**config.mk**
```make
export PLATFORM = sky130hd
export DESIGN_NAME = instruction_fetch_unit
export DESIGN_NICKNAME = d
export VERILOG_FILES = /design/src/rtl/instruction_fetch_unit.sv
export SDC_FILE = /design/constraint.sdc
export NUM_CORES = 1
export LEC_CHECK = 0
export ABC_AREA = 1
export CORE_MARGIN = 2
export CORE_UTILIZATION = 42
export DETAILED_ROUTE_END_ITERATION = 7
export GPL_TIMING_DRIVEN = 0
export PLACE_DENSITY = 0.61
export SYNTH_ARGS = -nofsm -noshare
export SYNTH_HDL_FRONTEND = slang
export SYNTH_SLANG_ARGS = --single-unit
```
**constraint.sdc**
```tcl
create_clock -name CLK -period 7.8 [get_ports CLK]
set_clock_uncertainty 0.1 [all_clocks]
set_input_delay 0.78 -clock CLK [delete_from_list [all_inputs] [get_ports CLK]]
set_output_delay 0.78 -clock CLK [all_outputs]
set_load 0.02 [all_outputs]
```
**src/rtl/instruction_fetch_unit.sv**
```systemverilog
// RV32 instruction fetch stage: PC register, busywait memory handshake and IF/ID register.
// Branch redirects flush IF/ID; a fetch already in flight is drained before redirecting.
module instruction_fetch_unit #(
   parameter logic [31:0] RESET_PC  = 32'h0000_0000,
   parameter logic [31:0] NOP_INSTR = 32'h0000_0013
) (
   input  logic        CLK,
   input  logic        RESET,
   input  logic        STALL,
   input  logic        BRANCH_TAKEN,
   input  logic [31:0] BRANCH_TARGET,
   output logic        IMEM_READ,
   output logic [31:0] IMEM_ADDRESS,
   input  logic [31:0] IMEM_READDATA,
   input  logic        IMEM_BUSYWAIT,
   output logic [31:0] INSTRUCTION,
   output logic [31:0] PC_OUT,
   output logic        VALID
);

   typedef enum logic [1:0] {
      S_FETCH   = 2'd0,
      S_HOLD    = 2'd1,
      S_DISCARD = 2'd2
   } state_t;

   state_t      r_state;
   state_t      w_state_next;
   logic [31:0] r_pc;
   logic [31:0] r_instr;
   logic [31:0] r_pc_out;
   logic        r_valid;
   logic [31:0] r_buf_instr;
   logic [31:0] r_buf_pc;
   logic [31:0] r_target;

   logic        w_done;
   logic [31:0] w_target;
   logic [31:0] w_pc_inc;

   assign w_done   = IMEM_READ & ~IMEM_BUSYWAIT;
   assign w_target = BRANCH_TARGET & ~32'h0000_0003;
   assign w_pc_inc = r_pc + 32'd4;

   assign IMEM_ADDRESS = r_pc;
   assign INSTRUCTION  = r_instr;
   assign PC_OUT       = r_pc_out;
   assign VALID        = r_valid;

   always_ff @(posedge CLK or posedge RESET) begin
      if (RESET) r_state <= S_FETCH;
      else       r_state <= w_state_next;
   end

   always_comb begin
      w_state_next = r_state;
      case (r_state)
         S_FETCH: begin
            if (BRANCH_TAKEN) begin
               if (!w_done) w_state_next = S_DISCARD;
            end else if (w_done && STALL) begin
               w_state_next = S_HOLD;
            end
         end
         S_HOLD: begin
            if (BRANCH_TAKEN || !STALL) w_state_next = S_FETCH;
         end
         S_DISCARD: begin
            if (w_done) w_state_next = S_FETCH;
         end
         default: w_state_next = S_FETCH;
      endcase
   end

   always_comb begin
      IMEM_READ = 1'b1;
      if (r_state == S_HOLD) IMEM_READ = 1'b0;
   end

   always_ff @(posedge CLK or posedge RESET) begin
      if (RESET) begin
         r_pc        <= RESET_PC;
         r_instr     <= NOP_INSTR;
         r_pc_out    <= 32'd0;
         r_valid     <= 1'b0;
         r_buf_instr <= 32'd0;
         r_buf_pc    <= 32'd0;
         r_target    <= 32'd0;
      end else begin
         case (r_state)
            S_FETCH: begin
               if (w_done) begin
                  if (BRANCH_TAKEN) begin
                     r_pc    <= w_target;
                     r_instr <= NOP_INSTR;
                     r_valid <= 1'b0;
                  end else if (!STALL) begin
                     r_instr  <= IMEM_READDATA;
                     r_pc_out <= r_pc;
                     r_valid  <= 1'b1;
                     r_pc     <= w_pc_inc;
                  end else begin
                     r_buf_instr <= IMEM_READDATA;
                     r_buf_pc    <= r_pc;
                     r_pc        <= w_pc_inc;
                  end
               end else if (BRANCH_TAKEN) begin
                  r_target <= w_target;
                  r_instr  <= NOP_INSTR;
                  r_valid  <= 1'b0;
               end else if (!STALL) begin
                  r_instr <= NOP_INSTR;
                  r_valid <= 1'b0;
               end
            end
            S_HOLD: begin
               if (BRANCH_TAKEN) begin
                  r_pc    <= w_target;
                  r_instr <= NOP_INSTR;
                  r_valid <= 1'b0;
               end else if (!STALL) begin
                  r_instr  <= r_buf_instr;
                  r_pc_out <= r_buf_pc;
                  r_valid  <= 1'b1;
               end
            end
            S_DISCARD: begin
               // A newer redirect arriving on the completion edge wins over the saved one.
               if (BRANCH_TAKEN) r_target <= w_target;
               if (w_done) r_pc <= BRANCH_TAKEN ? w_target : r_target;
               if (BRANCH_TAKEN || !STALL) begin
                  r_instr <= NOP_INSTR;
                  r_valid <= 1'b0;
               end
            end
            default: ;
         endcase
      end
   end

endmodule

```
==> results.py, run 1 <==
metrics = {
    "outcome": {
        "run_status": "completed",
    },
    "global_route": {
        "global_route.usage.total_pct": 24.0,
        "antenna_found_initial": 0,
        "grt_overflow_total": 0,
        "global_route_wire_length_before_repair_mm": 49.0,
        "first_global_vias": 8871,
        "pin_count_of_the_biggest_net_entering_global_routing": 106,
    },
    "timing": {
        "timing.max_slew.rel_slack_pct": 56.8,
        "finalCritPeriodShare_pct": 47.7,
        "final-max-slew-violation-count": 0,
        "max_freq_mhz": 269,
        "postLayoutSetupSlackWorst_ps": 4080,
        "report.final.hold_viol_count": 0,
        "max_slew.worst_pin.slew_ps": 648,
        "setup_repair_after_global_routing_missed_its_margin": "false",
        "hold-worst-slack_ps": 376,
        "post-route-min-period_ps": 3720,
        "totalNegativeSetupSlack_ps": 0,
        "setup_viol": 0,
    },
    "clocking": {
        "holdBufCountCts": 0,
        "clock_path_buffers": 2,
        "clock_latency_ps": 440,
        "numClockSinks": 195,
        "clock_tree.root_cell": "sky130_fd_sc_hd__clkbuf_16",
        "cts.repair.resized": 0,
        "cts-htree-levels": 4,
        "cts-buffers-inserted": 17,
        "path_clk_slew_ps": 80,
        "cts_tree": "yes",
        "cts_post_setup_buffers_inserted": 0,
    },
    "pwr": {
        "powerDensity_mw_per_mm2": 422,
        "p_seq_share_pct": 32.6,
        "combPwrFrac_pct": 50.0,
        "cellLeakagePower_nw": 6.13,
        "switchingPower_mw": 2.44,
        "worst_ir_drop_vdd_uv": 169,
        "power.share.switching_pct": 44.1,
        "internal_power_mw": 3.09,
        "share_of_total_power_in_the_clock_network_pct": 17.4,
        "power_mw": 5.53,
    },
    "placed_design": {
        "total_of_buffers_placed_on_input_and_output_ports": 163,
        "placed_cells_incl_taps": 1807,
        "hpwlAfterDp_mm": 22.9,
        "place.gp.congestion": 0.870,
        "placed_area_mm2": 0.0125,
        "preCtsSetupSlack_ps": 4560,
    },
    "cells_and_area": {
        "register_area_mm2": 0.00488,
        "antenna-diode-count": 0,
        "multi_input_area_mm2": 0.00456,
        "layout-drive-gt1-share_pct": 10.4,
        "final_core_util_pct": 53.9,
        "area_growth_pct": 26.1,
        "non_filler_instance_count_after_layout": 1839,
        "design.final.nets": 1576,
        "stdcell_area_mm2": 0.0131,
        "fillCellCount": 2341,
    },
    "die": {
        "placeableCoreArea_mm2": 0.0243,
        "fp.dieH_um": 161,
        "die-width_um": 161,
        "die_footprint_mm2": 0.0260,
        "rows": 57,
        "num_io_pins": 167,
        "initial_core_util_pct": 42.7,
    },
    "route": {
        "drt_iter0_markers": 749,
        "antenna_violating_nets_post_route": 0,
        "wirelength_per_cell_um": 16.7,
        "routed_wirelength_mm": 30.8,
        "drt_pre_antenna_iters": 7,
        "route.vias.total": 9455,
        "viasPerCell": 5.14,
        "route.detailed.drc": 0,
    },
    "worst_setup_path": {
        "reg2reg_from": "r_state[1]",
        "cp-start-kind": "flop",
        "arrival_time_worst_endpoint_ps": 2840,
        "critical_path_required_ps": 6920,
        "crit_top_cell": "sky130_fd_sc_hd__inv_1",
        "critical-path-max-stage-delay_ps": 700,
        "endpoint_kind": "primary output",
        "crit_slowest_cell": "sky130_fd_sc_hd__clkdlybuf4s50_1",
        "crit_chain": "inv_1 -> ha_1 -> buf_6 -> inv_1 -> buf_2 -> clkbuf_1 -> clkdlybuf4s50_1",
        "worst_setup_path_startpoint": "r_state[1]",
        "critical_path.n_buffers_inverters": 6,
        "criticalPathCategory": "reg -> out",
        "critical_path_peak_fanout": 10,
        "crit_family": "buffers and inverters",
    },
    "logic_synthesis": {
        "ys_types": 38,
        "synth.cell_area_mm2": 0.0104,
        "synth_seq_area_share_pct": 47.0,
        "synth.ff_latch_count": 195,
        "yosys_warnings": 0,
        "post_synth.cell_area_avg_um2": 7.88,
        "synth.net_count": 1393,
        "postSynthCellCount": 1319,
    },
    "run": {
        "maxcap_violations": 0,
    },
    "hold_path": {
        "min-delay-start": "r_buf_pc[21]",
        "hp-class": "reg -> reg",
    },
}
-- worst paths after layout --
kind                              endpoint  slack, ps  cells past startpoint
max                              IMEM_READ       4080                      7
min                           r_buf_pc[21]        380                      2
max reg2reg                 INSTRUCTION[6]       5110                      9
min reg2reg                   r_buf_pc[21]        380                      2
max in group asynchronous     r_target[30]       5910                      3
min in group asynchronous  INSTRUCTION[24]        740                      2
-- layout by cell type (no fill, tap or decap), drive strengths merged, types with 13 or more instances in the layout --
cell type / count
a21oi: 34
a22o: 22
a31oi: 13
buf: 50
clkbuf: 49
clkdlybuf4s50: 163
dfrtp: 192
inv: 128
nand2: 409
nand3: 52
nor2: 93
o21a: 32
o21ai: 235
-- power groups by stage --
| stage | clock [mW] | sequential, mW | combinational (mW) |
|---|---|---|---|
| after floorplan | 0 | 1.97 | 1.55 |
| after CTS | 0.979 | 1.80 | 2.76 |
| after detailed placement | 0 | 1.82 | 2.75 |
| after global placement | 0 | 1.81 | 2.71 |
| after global routing | 1.01 | 1.86 | 3.06 |
| final | 0.960 | 1.80 | 2.76 |
-- registers in the layout, indices dropped and copies added (netlist names) --
signal and count:
VALID 1, PC_OUT 32, IMEM_ADDRESS 32, r_buf_instr 32, r_buf_pc 32, INSTRUCTION 32, r_target 32, r_state 2
-- worst register-to-register path: cells and delay by family (launching register included) --
| family | cells | cell delay (ps) |
|---|---|---|
| buffers and inverters | 4 | 1050 |
| flip-flops | 1 | 460 |
| AO/OA/AOI/OAI | 1 | 170 |
| adder cells (fa/ha/maj) | 1 | 270 |
| AND/OR/NAND/NOR | 3 | 520 |
-- area by class of cell --
class / count / area share (%)
Tap cell: 324 / 3.09
Multi-Input combinational cell: 924 / 34.8
Buffer: 79 / 3.78
Timing Repair Buffer: 164 / 12.7
Clock inverter: 13 / 1.39
Inverter: 121 / 3.54
Sequential cell: 195 / 37.3
Clock buffer: 19 / 3.46
-- synthesized netlist by cell type, drive strengths merged --
master / count / area, um2
buf: 49 / 383
a21boi: 2 / 15.0
a31oi: 13 / 81.3
nand3: 52 / 260
nand2: 409 / 1550
o2111a: 1 / 11.3
a221oi: 1 / 8.76
clkbuf: 30 / 113
clkinv: 1 / 3.75
ha: 5 / 62.6
o21bai: 4 / 33.8
nor3: 3 / 15.0
a22o: 22 / 193
o22ai: 1 / 6.26
a21oi: 34 / 170
nor2: 93 / 397
a22oi: 10 / 80.1
o211ai: 2 / 28.8
dfstp: 3 / 78.8
dfrtp: 192 / 4800
inv: 120 / 453
xor2: 5 / 43.8
o21ai: 235 / 1360
o21a: 32 / 240
-- layer usage --
metal  share of wire [%]  wire (um)  GRT usage [%]  vias to the layer above
met5                   0          0              0                        -
li1                    -          -              -                     4692
met4                 2.0        615           7.43                        0
met1                  48      14800           36.3                     4408
met3                 5.9       1810           3.72                       39
met2                  44      13600           35.4                      316
-- kinds of logic after synthesis --
| logic type | synth area share [%] |
|---|---|
| AOI/OAI and AO/OA | 21.5 |
| xor gates and xnor gates | 0.421 |
| adders and majority gates | 0.602 |
| buffers and inverters | 9.16 |
| DFF | 47.0 |
| and+or+nand+nor | 21.4 |
(Power assumes the default switching activity.)
==> run 2, diff against run 1 <==
==> constraint.sdc (replaced) <==
create_clock -name CLK -period 3.6 [get_ports CLK]
set_clock_uncertainty 0.1 [all_clocks]
set_input_delay 0.36 -clock CLK [delete_from_list [all_inputs] [get_ports CLK]]
set_output_delay 0.36 -clock CLK [all_outputs]
set_load 0.02 [all_outputs]
==> run 2 against run 1 <==
Net effect:
- via count fell by 0.13%
- sequential power rose by 120%
- non-clock buffer count rose by 4
- die area stayed put
- utilization rose by 0.26 points
- setup slack got worse by 3800 ps
- global-route usage fell by 0.12 points
- clock power grew 110%
- wire length is essentially flat
- critical endpoint unchanged
- first-iteration DRC count up 3.1%
- critical path depth stayed put
- clock-buffer cell count fell by 1
==> results.py, run 2 (same netlist as run 1, synthesis figures left out) <==
metrics = {
    "outcome": {
        "run_status": "completed",
    },
    "clocking": {
        "clock_latency_ps": 440,
        "clock_tree.root_cell": "sky130_fd_sc_hd__clkbuf_16",
        "numClockSinks": 195,
        "holdBufCountCts": 0,
        "cts_post_setup_buffers_inserted": 0,
        "cts.repair.resized": 0,
        "clock_path_buffers": 2,
        "path_clk_slew_ps": 70,
        "cts-buffers-inserted": 17,
        "cts_tree": "yes",
        "cts-htree-levels": 4,
    },
    "timing": {
        "max_slew.worst_pin.slew_ps": 784,
        "post-route-min-period_ps": 3340,
        "final-max-slew-violation-count": 0,
        "setup_repair_after_global_routing_missed_its_margin": "false",
        "max_freq_mhz": 300,
        "setup_viol": 0,
        "finalCritPeriodShare_pct": 92.7,
        "timing.max_slew.rel_slack_pct": 47.6,
        "postLayoutSetupSlackWorst_ps": 261,
        "report.final.hold_viol_count": 0,
    },
    "route": {
        "drt_iter0_markers": 772,
        "drt_pre_antenna_iters": 5,
        "route.detailed.drc": 0,
        "antenna_violating_nets_post_route": 0,
        "viasPerCell": 5.12,
        "wirelength_per_cell_um": 16.7,
        "routed_wirelength_mm": 30.8,
        "route.vias.total": 9443,
    },
    "worst_setup_path": {
        "reg2reg_from": "r_state[1]",
        "endpoint_kind": "primary output",
        "crit_top_cell": "sky130_fd_sc_hd__inv_1",
        "cp.depth": 7,
        "worst_setup_path_startpoint": "r_state[1]",
        "critical_path_peak_fanout": 10,
        "cp-start-kind": "flop",
        "crit_slowest_cell": "sky130_fd_sc_hd__clkdlybuf4s50_1",
        "critical_path.n_buffers_inverters": 6,
        "crit_chain": "inv_1 -> ha_1 -> buf_6 -> inv_1 -> buf_2 -> clkbuf_1 -> clkdlybuf4s50_1",
        "crit_family": "buffers and inverters",
        "criticalPathCategory": "reg -> out",
        "end_of_the_worst_register_to_register_path": "INSTRUCTION[7]",
        "critical-path-max-stage-delay_ps": 710,
        "rrSetupSlack_ps": 880,
        "critical_path_required_ps": 3140,
        "arrival_time_worst_endpoint_ps": 2880,
        "ff_to_ff_path_depth": 9,
        "cp-endpoint": "IMEM_READ",
    },
    "die": {
        "rows": 57,
        "die-width_um": 161,
        "num_io_pins": 167,
        "placeableCoreArea_mm2": 0.0243,
        "fp.dieH_um": 161,
        "die_footprint_mm2": 0.0260,
        "initial_core_util_pct": 42.7,
    },
    "cells_and_area": {
        "area_growth_pct": 26.7,
        "final_core_util_pct": 54.1,
        "layout-drive-gt1-share_pct": 10.6,
        "layout_common_cells": "sky130_fd_sc_hd__nand2_1 (406), sky130_fd_sc_hd__dfrtp_1 (192), sky130_fd_sc_hd__o21ai_0 (166), sky130_fd_sc_hd__clkdlybuf4s50_1 (163), sky130_fd_sc_hd__inv_1 (113)",
        "fillCellCount": 2256,
        "design.final.nets": 1580,
        "layout_commonest_cell": "sky130_fd_sc_hd__nand2_1",
        "antenna-diode-count": 0,
    },
    "pwr": {
        "worst_ir_drop_vdd_uv": 435,
        "cellLeakagePower_nw": 6.15,
        "power_mw": 11.9,
        "powerDensity_mw_per_mm2": 905,
    },
    "placed_design": {
        "place.gp.congestion": 0.885,
        "total_of_buffers_placed_on_input_and_output_ports": 163,
        "hpwlAfterDp_mm": 23.6,
        "preCtsSetupSlack_ps": 769,
    },
    "global_route": {
        "global_route.usage.total_pct": 23.9,
        "pin_count_of_the_biggest_net_entering_global_routing": 42,
        "first_global_vias": 8873,
        "antenna_found_initial": 0,
        "global_route_wire_length_before_repair_mm": 48.9,
        "grt_overflow_total": 0,
    },
    "hold_path": {
        "hp-class": "in -> reg",
    },
    "run": {
        "maxcap_violations": 0,
    },
}
run 2: cell count changes in the layout (fill, tap and decap cells not counted):
cell	before	now
sky130_fd_sc_hd__buf_12	0	5
sky130_fd_sc_hd__inv_6	6	3
sky130_fd_sc_hd__clkinv_8	0	2
sky130_fd_sc_hd__buf_16	1	0
sky130_fd_sc_hd__bufinv_16	3	2
sky130_fd_sc_hd__clkbuf_8	2	1
sky130_fd_sc_hd__clkinv_4	2	3
sky130_fd_sc_hd__clkinvlp_4	0	1
sky130_fd_sc_hd__inv_8	3	4
run 2: worst min path at each step:
| stage | startpoint | cells past startpoint | end | slack, ps |
|---|---|---|---|---|
| after floorplan | r_buf_pc[0] | 2 | r_buf_pc[0] | 350 |
| after global routing | BRANCH_TAKEN | 3 | r_state[1] | 170 |
| after CTS | BRANCH_TAKEN | 3 | r_state[1] | 140 |
| after global placement | r_buf_pc[5] | 2 | r_buf_pc[5] | 360 |
| final | BRANCH_TAKEN | 3 | r_state[1] | 150 |
| after detailed placement | r_buf_pc[28] | 2 | r_buf_pc[28] | 360 |
run 2: per-stage QoR:
stage	hold WS (ps)	setup TNS, ps	instance area, um2	std cells
floorplan	350	0	10400	1319
global placement	358	-202560	12400	1806
detailed placement	362	0	12500	1811
CTS	135	0	13200	1843
global route	172	0	13200	1843
finish	149	0	13200	1843
run 2: report_power, final:
group / switching (mW) / total (mW) / internal (mW) / leakage, nW
Combinational: 3.62 / 5.98 / 2.36 / 3.44
Sequential: 0.723 / 3.90 / 3.18 / 2.40
Clock: 0.943 / 2.03 / 1.08 / 0.309
run 2: worst register-to-register path: stages, from the launching register on:
cell and delay, ps:
sky130_fd_sc_hd__dfrtp_1 470, sky130_fd_sc_hd__inv_1 100, sky130_fd_sc_hd__ha_1 270, sky130_fd_sc_hd__buf_2 230, sky130_fd_sc_hd__clkinv_1 340, sky130_fd_sc_hd__nand2_1 360
sky130_fd_sc_hd__clkbuf_1 400, sky130_fd_sc_hd__o21ai_0 180, sky130_fd_sc_hd__nand3_1 110, sky130_fd_sc_hd__nand2_1 70
run 2: final cells by class:
class                      instances  area [um2]  area share (%)
clock inverter                    14         190            1.44
timing repair buffer             168        1730            13.2
sequential                       195        4880            37.1
clock buffer                      18         439            3.34
buffer                            79         495            3.76
multi-input combinational        924        4560            34.6
inverter                         121         460            3.50
tap                              324         405            3.08
run 2: layer usage:
layer	track usage, %	part of all wire, %	vias up
li1	-	-	4685
met1	35.9	48	4413
met2	35.9	45	306
met3	3.31	5.2	39
met4	7.35	2.1	0
met5	0	0	-
==> run 3, diff against run 2 <==
--- a/config.mk
+++ b/config.mk
@@ -11,6 +11,7 @@
 export DETAILED_ROUTE_END_ITERATION = 7
 export GPL_TIMING_DRIVEN = 0
 export PLACE_DENSITY = 0.61
+export SLEW_MARGIN = 0
 export SYNTH_ARGS = -nofsm -noshare
 export SYNTH_HDL_FRONTEND = slang
 export SYNTH_SLANG_ARGS = --single-unit
==> results of run 3 <==
No change in the layout: final DEF, timing and power equal those of run 2.
